===== src/rtl/fpu_op_sched_if.sv =====
// Bus bundle for the FPU operation scheduler: command intake, unit start/done,
// encoder control/return, response channel, status and a state debug tap.
// Handshake rule: a transfer on cmd_* or rsp_* happens on the rising edge
// where valid and ready are both high; valid holds its payload stable until
// that edge, and ready may change freely.
interface fpu_op_sched_if #(
    parameter int OPERAND_WIDTH = 32,
    parameter int TAG_WIDTH     = 4
);
    logic                     cmd_valid_i;
    logic                     cmd_ready_o;
    logic [2:0]               cmd_op_i;
    logic [2:0]               cmd_rnd_i;
    logic [TAG_WIDTH-1:0]     cmd_tag_i;
    logic [4:0]               unit_start_o;
    logic [4:0]               unit_done_i;
    logic [2:0]               fpu_round_mode_o;
    logic                     fpu_enc_en_o;
    logic                     fpu_enc_ready_i;
    logic [OPERAND_WIDTH-1:0] fpu_result_i;
    logic [4:0]               fpu_flags_i;
    logic                     rsp_valid_o;
    logic                     rsp_ready_i;
    logic [OPERAND_WIDTH-1:0] rsp_result_o;
    logic [4:0]               rsp_flags_o;
    logic [TAG_WIDTH-1:0]     rsp_tag_o;
    logic                     busy_o;
    logic                     err_o;
    logic [2:0]               dbg_state_o;

    // Scheduler side
    modport master (
        input  cmd_valid_i, cmd_op_i, cmd_rnd_i, cmd_tag_i, unit_done_i,
               fpu_enc_ready_i, fpu_result_i, fpu_flags_i, rsp_ready_i,
        output cmd_ready_o, unit_start_o, fpu_round_mode_o, fpu_enc_en_o,
               rsp_valid_o, rsp_result_o, rsp_flags_o, rsp_tag_o, busy_o,
               err_o, dbg_state_o
    );

    // Environment side (command source, units, encoder, response sink)
    modport slave (
        output cmd_valid_i, cmd_op_i, cmd_rnd_i, cmd_tag_i, unit_done_i,
               fpu_enc_ready_i, fpu_result_i, fpu_flags_i, rsp_ready_i,
        input  cmd_ready_o, unit_start_o, fpu_round_mode_o, fpu_enc_en_o,
               rsp_valid_o, rsp_result_o, rsp_flags_o, rsp_tag_o, busy_o,
               err_o, dbg_state_o
    );
endinterface


===== src/rtl/fpu_op_sched.sv =====
// FPU operation scheduler: 2-entry command FIFO feeding a single-issue FSM
// (IDLE/ISSUE/WAIT/ENCODE/RESP). One command in flight, in-order responses.
// Optional macro FPU_SCHED_TIMEOUT_EN adds a WAIT watchdog with sticky err_o.
module fpu_op_sched #(
    parameter int OPERAND_WIDTH  = 32,
    parameter int TAG_WIDTH      = 4,
    parameter int TIMEOUT_CYCLES = 255
) (
    input  logic          fpu_clk,
    input  logic          fpu_rst_n,
    fpu_op_sched_if.master bus
);
    typedef enum logic [2:0] {
        S_IDLE   = 3'd0,
        S_ISSUE  = 3'd1,
        S_WAIT   = 3'd2,
        S_ENCODE = 3'd3,
        S_RESP   = 3'd4
    } state_t;

    localparam logic [31:0] LP_NAN_RESULT = 32'h7FC0_0000;
    localparam logic [4:0]  LP_NAN_FLAGS  = 5'b10000;

    state_t                        r_state;
    logic [1:0][2:0]               r_fifo_op;
    logic [1:0][2:0]               r_fifo_rnd;
    logic [1:0][TAG_WIDTH-1:0]     r_fifo_tag;
    logic                          r_wr_ptr;
    logic                          r_rd_ptr;
    logic [1:0]                    r_count;
    logic [2:0]                    r_act_op;
    logic [TAG_WIDTH-1:0]          r_act_tag;
    logic [4:0]                    r_start;
    logic [2:0]                    r_round;
    logic                          r_enc_en;
    logic                          r_rsp_valid;
    logic [OPERAND_WIDTH-1:0]      r_rsp_result;
    logic [4:0]                    r_rsp_flags;

    logic                          w_full;
    logic                          w_empty;
    logic                          w_push;
    logic                          w_pop;
    logic [2:0]                    w_head_op;
    logic                          w_head_bad;

    // Ready depends only on registered occupancy, never on a same-cycle pop.
    assign w_full     = (r_count == 2'd2);
    assign w_empty    = (r_count == 2'd0);
    assign w_push     = bus.cmd_valid_i && !w_full;
    assign w_pop      = !w_empty && ((r_state == S_IDLE) ||
                                     (r_state == S_RESP && bus.rsp_ready_i));
    assign w_head_op  = r_fifo_op[r_rd_ptr];
    assign w_head_bad = (w_head_op > 3'd4);

    // Command FIFO storage, pointers and occupancy.
    always_ff @(posedge fpu_clk or negedge fpu_rst_n) begin
        if (!fpu_rst_n) begin
            r_fifo_op  <= '0;
            r_fifo_rnd <= '0;
            r_fifo_tag <= '0;
            r_wr_ptr   <= 1'b0;
            r_rd_ptr   <= 1'b0;
            r_count    <= 2'd0;
        end else begin
            if (w_push) begin
                r_fifo_op[r_wr_ptr]  <= bus.cmd_op_i;
                r_fifo_rnd[r_wr_ptr] <= bus.cmd_rnd_i;
                r_fifo_tag[r_wr_ptr] <= bus.cmd_tag_i;
                r_wr_ptr             <= ~r_wr_ptr;
            end
            if (w_pop) begin
                r_rd_ptr <= ~r_rd_ptr;
            end
            case ({w_push, w_pop})
                2'b10:   r_count <= r_count + 2'd1;
                2'b01:   r_count <= r_count - 2'd1;
                default: r_count <= r_count;
            endcase
        end
    end

`ifdef FPU_SCHED_TIMEOUT_EN
    logic [7:0] r_wait_cnt;
    logic       r_err;
`else
    logic [7:0] w_unused_timeout;
    assign w_unused_timeout = 8'(TIMEOUT_CYCLES);
`endif

    // Scheduler FSM with all control outputs registered.
    always_ff @(posedge fpu_clk or negedge fpu_rst_n) begin
        if (!fpu_rst_n) begin
            r_state      <= S_IDLE;
            r_act_op     <= '0;
            r_act_tag    <= '0;
            r_start      <= '0;
            r_round      <= '0;
            r_enc_en     <= 1'b0;
            r_rsp_valid  <= 1'b0;
            r_rsp_result <= '0;
            r_rsp_flags  <= '0;
`ifdef FPU_SCHED_TIMEOUT_EN
            r_wait_cnt   <= '0;
            r_err        <= 1'b0;
`endif
        end else begin
            r_start <= '0;
            if (w_pop) begin
                // Dispatch the FIFO head; illegal opcodes answer immediately with qNaN.
                r_act_op  <= w_head_op;
                r_act_tag <= r_fifo_tag[r_rd_ptr];
                if (w_head_bad) begin
                    r_state      <= S_RESP;
                    r_rsp_valid  <= 1'b1;
                    r_rsp_result <= OPERAND_WIDTH'(LP_NAN_RESULT);
                    r_rsp_flags  <= LP_NAN_FLAGS;
                    r_round      <= '0;
                end else begin
                    r_state     <= S_ISSUE;
                    r_rsp_valid <= 1'b0;
                    r_start     <= 5'b00001 << w_head_op;
                    r_round     <= r_fifo_rnd[r_rd_ptr];
                end
            end else begin
                case (r_state)
                    S_ISSUE: begin
                        r_state <= S_WAIT;
`ifdef FPU_SCHED_TIMEOUT_EN
                        r_wait_cnt <= '0;
`endif
                    end
                    S_WAIT: begin
                        if (bus.unit_done_i[r_act_op]) begin
                            r_state  <= S_ENCODE;
                            r_enc_en <= 1'b1;
`ifdef FPU_SCHED_TIMEOUT_EN
                        end else if (r_wait_cnt == 8'(TIMEOUT_CYCLES - 1)) begin
                            r_state      <= S_RESP;
                            r_round      <= '0;
                            r_rsp_valid  <= 1'b1;
                            r_rsp_result <= OPERAND_WIDTH'(LP_NAN_RESULT);
                            r_rsp_flags  <= LP_NAN_FLAGS;
                            r_err        <= 1'b1;
                        end else begin
                            r_wait_cnt <= r_wait_cnt + 8'd1;
`endif
                        end
                    end
                    S_ENCODE: begin
                        if (bus.fpu_enc_ready_i) begin
                            r_state      <= S_RESP;
                            r_enc_en     <= 1'b0;
                            r_round      <= '0;
                            r_rsp_valid  <= 1'b1;
                            r_rsp_result <= bus.fpu_result_i;
                            r_rsp_flags  <= bus.fpu_flags_i;
                        end
                    end
                    S_RESP: begin
                        if (bus.rsp_ready_i) begin
                            r_state     <= S_IDLE;
                            r_rsp_valid <= 1'b0;
                        end
                    end
                    default: r_state <= S_IDLE;
                endcase
            end
        end
    end

`ifdef FPU_SCHED_TIMEOUT_EN
    assign bus.err_o = r_err;
`else
    assign bus.err_o = 1'b0;
`endif

    assign bus.cmd_ready_o      = !w_full;
    assign bus.unit_start_o     = r_start;
    assign bus.fpu_round_mode_o = r_round;
    assign bus.fpu_enc_en_o     = r_enc_en;
    assign bus.rsp_valid_o      = r_rsp_valid;
    assign bus.rsp_result_o     = r_rsp_result;
    assign bus.rsp_flags_o      = r_rsp_flags;
    assign bus.rsp_tag_o        = r_act_tag;
    assign bus.busy_o           = (r_state != S_IDLE) || !w_empty;
    assign bus.dbg_state_o      = r_state;
endmodule

===== src/flat_wrapper.sv =====
// flat-port wrapper written by rule: the top's interface ports become plain ports
module fpu_op_sched_flat 
#(
    parameter int OPERAND_WIDTH  = 32,
    parameter int TAG_WIDTH      = 4,
    parameter int TIMEOUT_CYCLES = 255
)
  (fpu_clk, fpu_rst_n, bus_cmd_valid_i, bus_cmd_op_i, bus_cmd_rnd_i, bus_cmd_tag_i, bus_unit_done_i, bus_fpu_enc_ready_i, bus_fpu_result_i, bus_fpu_flags_i, bus_rsp_ready_i, bus_cmd_ready_o, bus_unit_start_o, bus_fpu_round_mode_o, bus_fpu_enc_en_o, bus_rsp_valid_o, bus_rsp_result_o, bus_rsp_flags_o, bus_rsp_tag_o, bus_busy_o, bus_err_o, bus_dbg_state_o);
  fpu_op_sched_if #(.OPERAND_WIDTH(OPERAND_WIDTH), .TAG_WIDTH(TAG_WIDTH)) bus_i ();
  input  logic fpu_clk;
  input  logic fpu_rst_n;
  input wire logic [$bits(bus_i.cmd_valid_i)-1:0] bus_cmd_valid_i;
  input wire logic [$bits(bus_i.cmd_op_i)-1:0] bus_cmd_op_i;
  input wire logic [$bits(bus_i.cmd_rnd_i)-1:0] bus_cmd_rnd_i;
  input wire logic [$bits(bus_i.cmd_tag_i)-1:0] bus_cmd_tag_i;
  input wire logic [$bits(bus_i.unit_done_i)-1:0] bus_unit_done_i;
  input wire logic [$bits(bus_i.fpu_enc_ready_i)-1:0] bus_fpu_enc_ready_i;
  input wire logic [$bits(bus_i.fpu_result_i)-1:0] bus_fpu_result_i;
  input wire logic [$bits(bus_i.fpu_flags_i)-1:0] bus_fpu_flags_i;
  input wire logic [$bits(bus_i.rsp_ready_i)-1:0] bus_rsp_ready_i;
  output wire logic [$bits(bus_i.cmd_ready_o)-1:0] bus_cmd_ready_o;
  output wire logic [$bits(bus_i.unit_start_o)-1:0] bus_unit_start_o;
  output wire logic [$bits(bus_i.fpu_round_mode_o)-1:0] bus_fpu_round_mode_o;
  output wire logic [$bits(bus_i.fpu_enc_en_o)-1:0] bus_fpu_enc_en_o;
  output wire logic [$bits(bus_i.rsp_valid_o)-1:0] bus_rsp_valid_o;
  output wire logic [$bits(bus_i.rsp_result_o)-1:0] bus_rsp_result_o;
  output wire logic [$bits(bus_i.rsp_flags_o)-1:0] bus_rsp_flags_o;
  output wire logic [$bits(bus_i.rsp_tag_o)-1:0] bus_rsp_tag_o;
  output wire logic [$bits(bus_i.busy_o)-1:0] bus_busy_o;
  output wire logic [$bits(bus_i.err_o)-1:0] bus_err_o;
  output wire logic [$bits(bus_i.dbg_state_o)-1:0] bus_dbg_state_o;
  assign bus_i.cmd_valid_i = bus_cmd_valid_i;
  assign bus_i.cmd_op_i = bus_cmd_op_i;
  assign bus_i.cmd_rnd_i = bus_cmd_rnd_i;
  assign bus_i.cmd_tag_i = bus_cmd_tag_i;
  assign bus_i.unit_done_i = bus_unit_done_i;
  assign bus_i.fpu_enc_ready_i = bus_fpu_enc_ready_i;
  assign bus_i.fpu_result_i = bus_fpu_result_i;
  assign bus_i.fpu_flags_i = bus_fpu_flags_i;
  assign bus_i.rsp_ready_i = bus_rsp_ready_i;
  assign bus_cmd_ready_o = bus_i.cmd_ready_o;
  assign bus_unit_start_o = bus_i.unit_start_o;
  assign bus_fpu_round_mode_o = bus_i.fpu_round_mode_o;
  assign bus_fpu_enc_en_o = bus_i.fpu_enc_en_o;
  assign bus_rsp_valid_o = bus_i.rsp_valid_o;
  assign bus_rsp_result_o = bus_i.rsp_result_o;
  assign bus_rsp_flags_o = bus_i.rsp_flags_o;
  assign bus_rsp_tag_o = bus_i.rsp_tag_o;
  assign bus_busy_o = bus_i.busy_o;
  assign bus_err_o = bus_i.err_o;
  assign bus_dbg_state_o = bus_i.dbg_state_o;
  fpu_op_sched #(.OPERAND_WIDTH(OPERAND_WIDTH), .TAG_WIDTH(TAG_WIDTH), .TIMEOUT_CYCLES(TIMEOUT_CYCLES)) u_core (.fpu_clk(fpu_clk), .fpu_rst_n(fpu_rst_n), .bus(bus_i));
endmodule

===== config.mk =====
export PLATFORM = sky130hd
export DESIGN_NAME = fpu_op_sched_flat
export DESIGN_NICKNAME = d
export VERILOG_FILES = /design/src/rtl/fpu_op_sched_if.sv /design/src/rtl/fpu_op_sched.sv /design/src/flat_wrapper.sv
export SDC_FILE = /design/constraint.sdc
export NUM_CORES = 1
export LEC_CHECK = 0
export CELL_PAD_IN_SITES_DETAIL_PLACEMENT = 1
export CELL_PAD_IN_SITES_GLOBAL_PLACEMENT = 1
export CORE_ASPECT_RATIO = 0.6
export CORE_MARGIN = 10
export CORE_UTILIZATION = 35
export DETAILED_ROUTE_END_ITERATION = 7
export PLACE_DENSITY = 0.82
export SLEW_MARGIN = 0
export SYNTH_ARGS = -nofsm -noshare
export SYNTH_HDL_FRONTEND = slang
export SYNTH_SLANG_ARGS = --single-unit

===== constraint.sdc =====
create_clock -name fpu_clk -period 2.2 [get_ports fpu_clk]
set_clock_uncertainty 0.05 [all_clocks]
set_input_delay 0.33 -clock fpu_clk [delete_from_list [all_inputs] [get_ports fpu_clk]]
set_output_delay 0.33 -clock fpu_clk [all_outputs]
set_load 0.005 [all_outputs]

==> flow_metrics.tcl <==
set metrics [dict create \
    swShare 0.3165 \
    setup_violations 0 \
    critPathLaunchType "flop" \
    final_cell_mix "clkdlybuf4s50_1 (111), dfrtp_1 (81), a22o_1 (30)" \
    rsz0062_at_grt "no" \
    synth_cell_types 42 \
    final_cells 484 \
    timing.hold.ws_ns 0.4330 \
    grtUsageTotal 0.1488 \
    syn_area_mm2 0.003266 \
    drt-vias-per-instance 5.143 \
    gp_congestion 0.7767 \
    syn_nets 299 \
    place_area_mm2 0.004533 \
    crit_type "flop to output port" \
    ant_nets 0 \
    sequentialPowerShare 0.361 \
    synth-seq-cells 81 \
    antenna_cells 0 \
    cts-resized-gates 0 \
    syn-mean-instance-area_um2 13.55 \
    combPwrFrac 0.413 \
    reg2reg_depth 4 \
    antenna_found_initial 0 \
    first_pass_iters 4 \
    syn_inst 241 \
    worstSkewPairLatency_ns 0.34 \
    htreeDepth 3 \
    status "finished, final reports clean" \
    grt_overflow_total 0 \
    power_density_mw_per_mm2 1552 \
    internal-power_mw 5.186 \
    yosysWarnings 0 \
    drive_gt1_frac 0.1522 \
    power_leakage_nw 2.077 \
    period_needed_ns 2.036 \
    nets 421 \
    tns_ns 0 \
    period_share 0.9255 \
    io_pins 114 \
    max_slew.worst_pin.slew_ns 0.8198 \
    cts_sinks 81 \
    die_area_mm2 0.01372 \
    fmax_mhz 491.2 \
    drcViolationCount 0 \
    worst-endpoint-arrival_ns 1.66 \
    hold_buffers 1 \
    seq_area_frac_synth 0.6207 \
    initial_core_util 0.3580 \
    cts_tree "built" \
    root_buffer "clkbuf_16" \
    die_x_um 144.7 \
    core_mm2 0.009121 \
    clock_path_buffers 2 \
    peakVddDrop_uv 660.7 \
    worstHoldPathCells 2 \
    grt_pass1_vias 2708 \
    clkTransAtPathRegs_ns 0.06 \
    num_vias 2489 \
    post_drt_wl_per_cell_um 20.90 \
    fin_area_mm2 0.004888 \
    drt_iter0_drc 95 \
    post-route-util 0.5359 \
    place.detailed.hpwl_um 7584 \
    drt_wl_total_um 10120 \
    maxSlewViolCount 0 \
    timing.max_cap.violations 0 \
    end_kind "output port" \
    hold_path_class "flop to flop" \
    cts_setup_buffers 0 \
    cts_buffers 9 \
    cp_data_required_time_ns 1.82 \
    power_switching_mw 2.401 \
    io_buffers 112 \
    rows 27 \
    clkPwrFrac 0.226 \
    grt_max_degree 82 \
    maxSlewHeadroom 0.4535 \
    chipHeight_um 94.82 \
    grt_pass1_wl_um 15620 \
    syn_to_final_growth_pct 49.69 \
    hold_violations 0 \
    cp_max_fo 7 \
    placed_cells 467 \
    final_common_cell "clkdlybuf4s50_1" \
]
[power groups by stage]
stage	clock network (mW)	logic, mW	registers [mW]
after floorplan	0	1.63	2.66
after global placement	0	3.04	2.70
after detailed placement	0	3.18	2.75
after CTS	1.76	3.21	2.74
after global routing	1.82	3.46	2.83
final	1.72	3.13	2.74
[cell type report]
cell class                      count  area (um2)
Sequential cell                    81        2027
Clock buffer                       11       242.7
Clock inverter                      5       102.6
Timing Repair Buffer              123        1216
Fill cell                         916        4233
Tap cell                          116       145.1
Multi-Input combinational cell    146        1147
Inverter                            2       7.507
[state kept, by name, indices dropped and copies added, names as in the netlist]
signal / cells
u_core.bus.rsp_result_o: 32
u_core.bus.fpu_enc_en_o: 1
u_core.r_rd_ptr: 1
u_core.r_act_op: 3
u_core.bus.fpu_round_mode_o: 3
u_core.r_count: 2
u_core.bus.rsp_valid_o: 1
u_core.bus.dbg_state_o: 3
u_core.r_fifo_rnd: 6
u_core.r_fifo_tag: 8
u_core.bus.rsp_tag_o: 4
u_core.r_wr_ptr: 1
u_core.r_fifo_op: 6
u_core.bus.unit_start_o: 5
u_core.bus.rsp_flags_o: 5
[critical path, stage by stage, from the launching register on]
cell and delay [ns]:
dfrtp_1 0.37, buf_4 0.15, nor2_1 0.18, nand3b_1 0.10
clkdlybuf4s50_1 0.51
[cells by family after synthesis]
family	after synthesis	synth area share
DFF	81	0.6207
adders and majority gates	1	0.003831
other	1	0.001148
buffers and inverters	14	0.02874
and+or+nand+nor	47	0.07319
muxes	30	0.1008
xor gates and xnor gates	5	0.01341
AOI/OAI and AO/OA	62	0.1582
[Yosys cell counts, drive strengths merged]
| cell type | n | share of area |
|---|---|---|
| a211oi | 1 | 0.0023 |
| a21oi | 7 | 0.011 |
| a22o | 30 | 0.080 |
| a31o | 1 | 0.0027 |
| a31oi | 3 | 0.010 |
| a32oi | 1 | 0.0027 |
| and2 | 1 | 0.0019 |
| and3 | 1 | 0.0019 |
| buf | 10 | 0.024 |
| clkbuf | 2 | 0.0023 |
| conb | 1 | 0.0011 |
| dfrtp | 81 | 0.62 |
| ha | 1 | 0.0038 |
| inv | 2 | 0.0023 |
| mux2 | 23 | 0.079 |
| mux2i | 7 | 0.021 |
| nand2 | 7 | 0.0080 |
| nand2b | 4 | 0.0077 |
| nand3 | 2 | 0.0031 |
| nand3b | 2 | 0.0046 |
| nor2 | 21 | 0.025 |
| nor3 | 4 | 0.0061 |
| nor3b | 2 | 0.0080 |
| nor4bb | 1 | 0.0031 |
| o211ai | 1 | 0.0038 |
| o21a | 1 | 0.0023 |
| o21ai | 2 | 0.0031 |
| o21bai | 1 | 0.0023 |
| o22a | 11 | 0.030 |
| o31ai | 1 | 0.0023 |
| o32a | 1 | 0.0031 |
| o41ai | 1 | 0.0027 |
| or2 | 2 | 0.0038 |
| xnor2 | 3 | 0.0080 |
| xor2 | 2 | 0.0054 |
[metrics by stage]
stage	worst slack (ns)	total power [mW]
global placement	0.07862	5.739
CTS	0.1146	7.713
global route	0.05677	8.118
finish	0.1640	7.587
floorplan	0.2718	4.290
detailed placement	0.0007352	5.931
[routing by layer]
metal	vias up	part of all wire	global-route usage
met3	14	0.11	0.06667
met5	-	0	0
met2	93	0.45	0.2356
met1	1247	0.43	0.1770
li1	1135	-	-
met4	0	0.012	0.05276
[worst paths after layout]
| kind | from | end | slack, ns |
|---|---|---|---|
| min in group asynchronous | fpu_rst_n | u_core.bus.rsp_result_o[26] | 0.51 |
| worst max register to register | u_core.bus.dbg_state_o[1] | u_core.bus.rsp_result_o[15] | 0.26 |
| worst max-delay path | u_core.bus.dbg_state_o[0] | bus_busy_o | 0.16 |
| worst min register to register | u_core.bus.fpu_enc_en_o | u_core.bus.fpu_enc_en_o | 0.43 |
| worst min-delay path | u_core.bus.fpu_enc_en_o | u_core.bus.fpu_enc_en_o | 0.43 |
| max in group asynchronous | fpu_rst_n | u_core.r_fifo_op[5] | 1.23 |
Note: power is estimated with default switching activity, not from simulation.
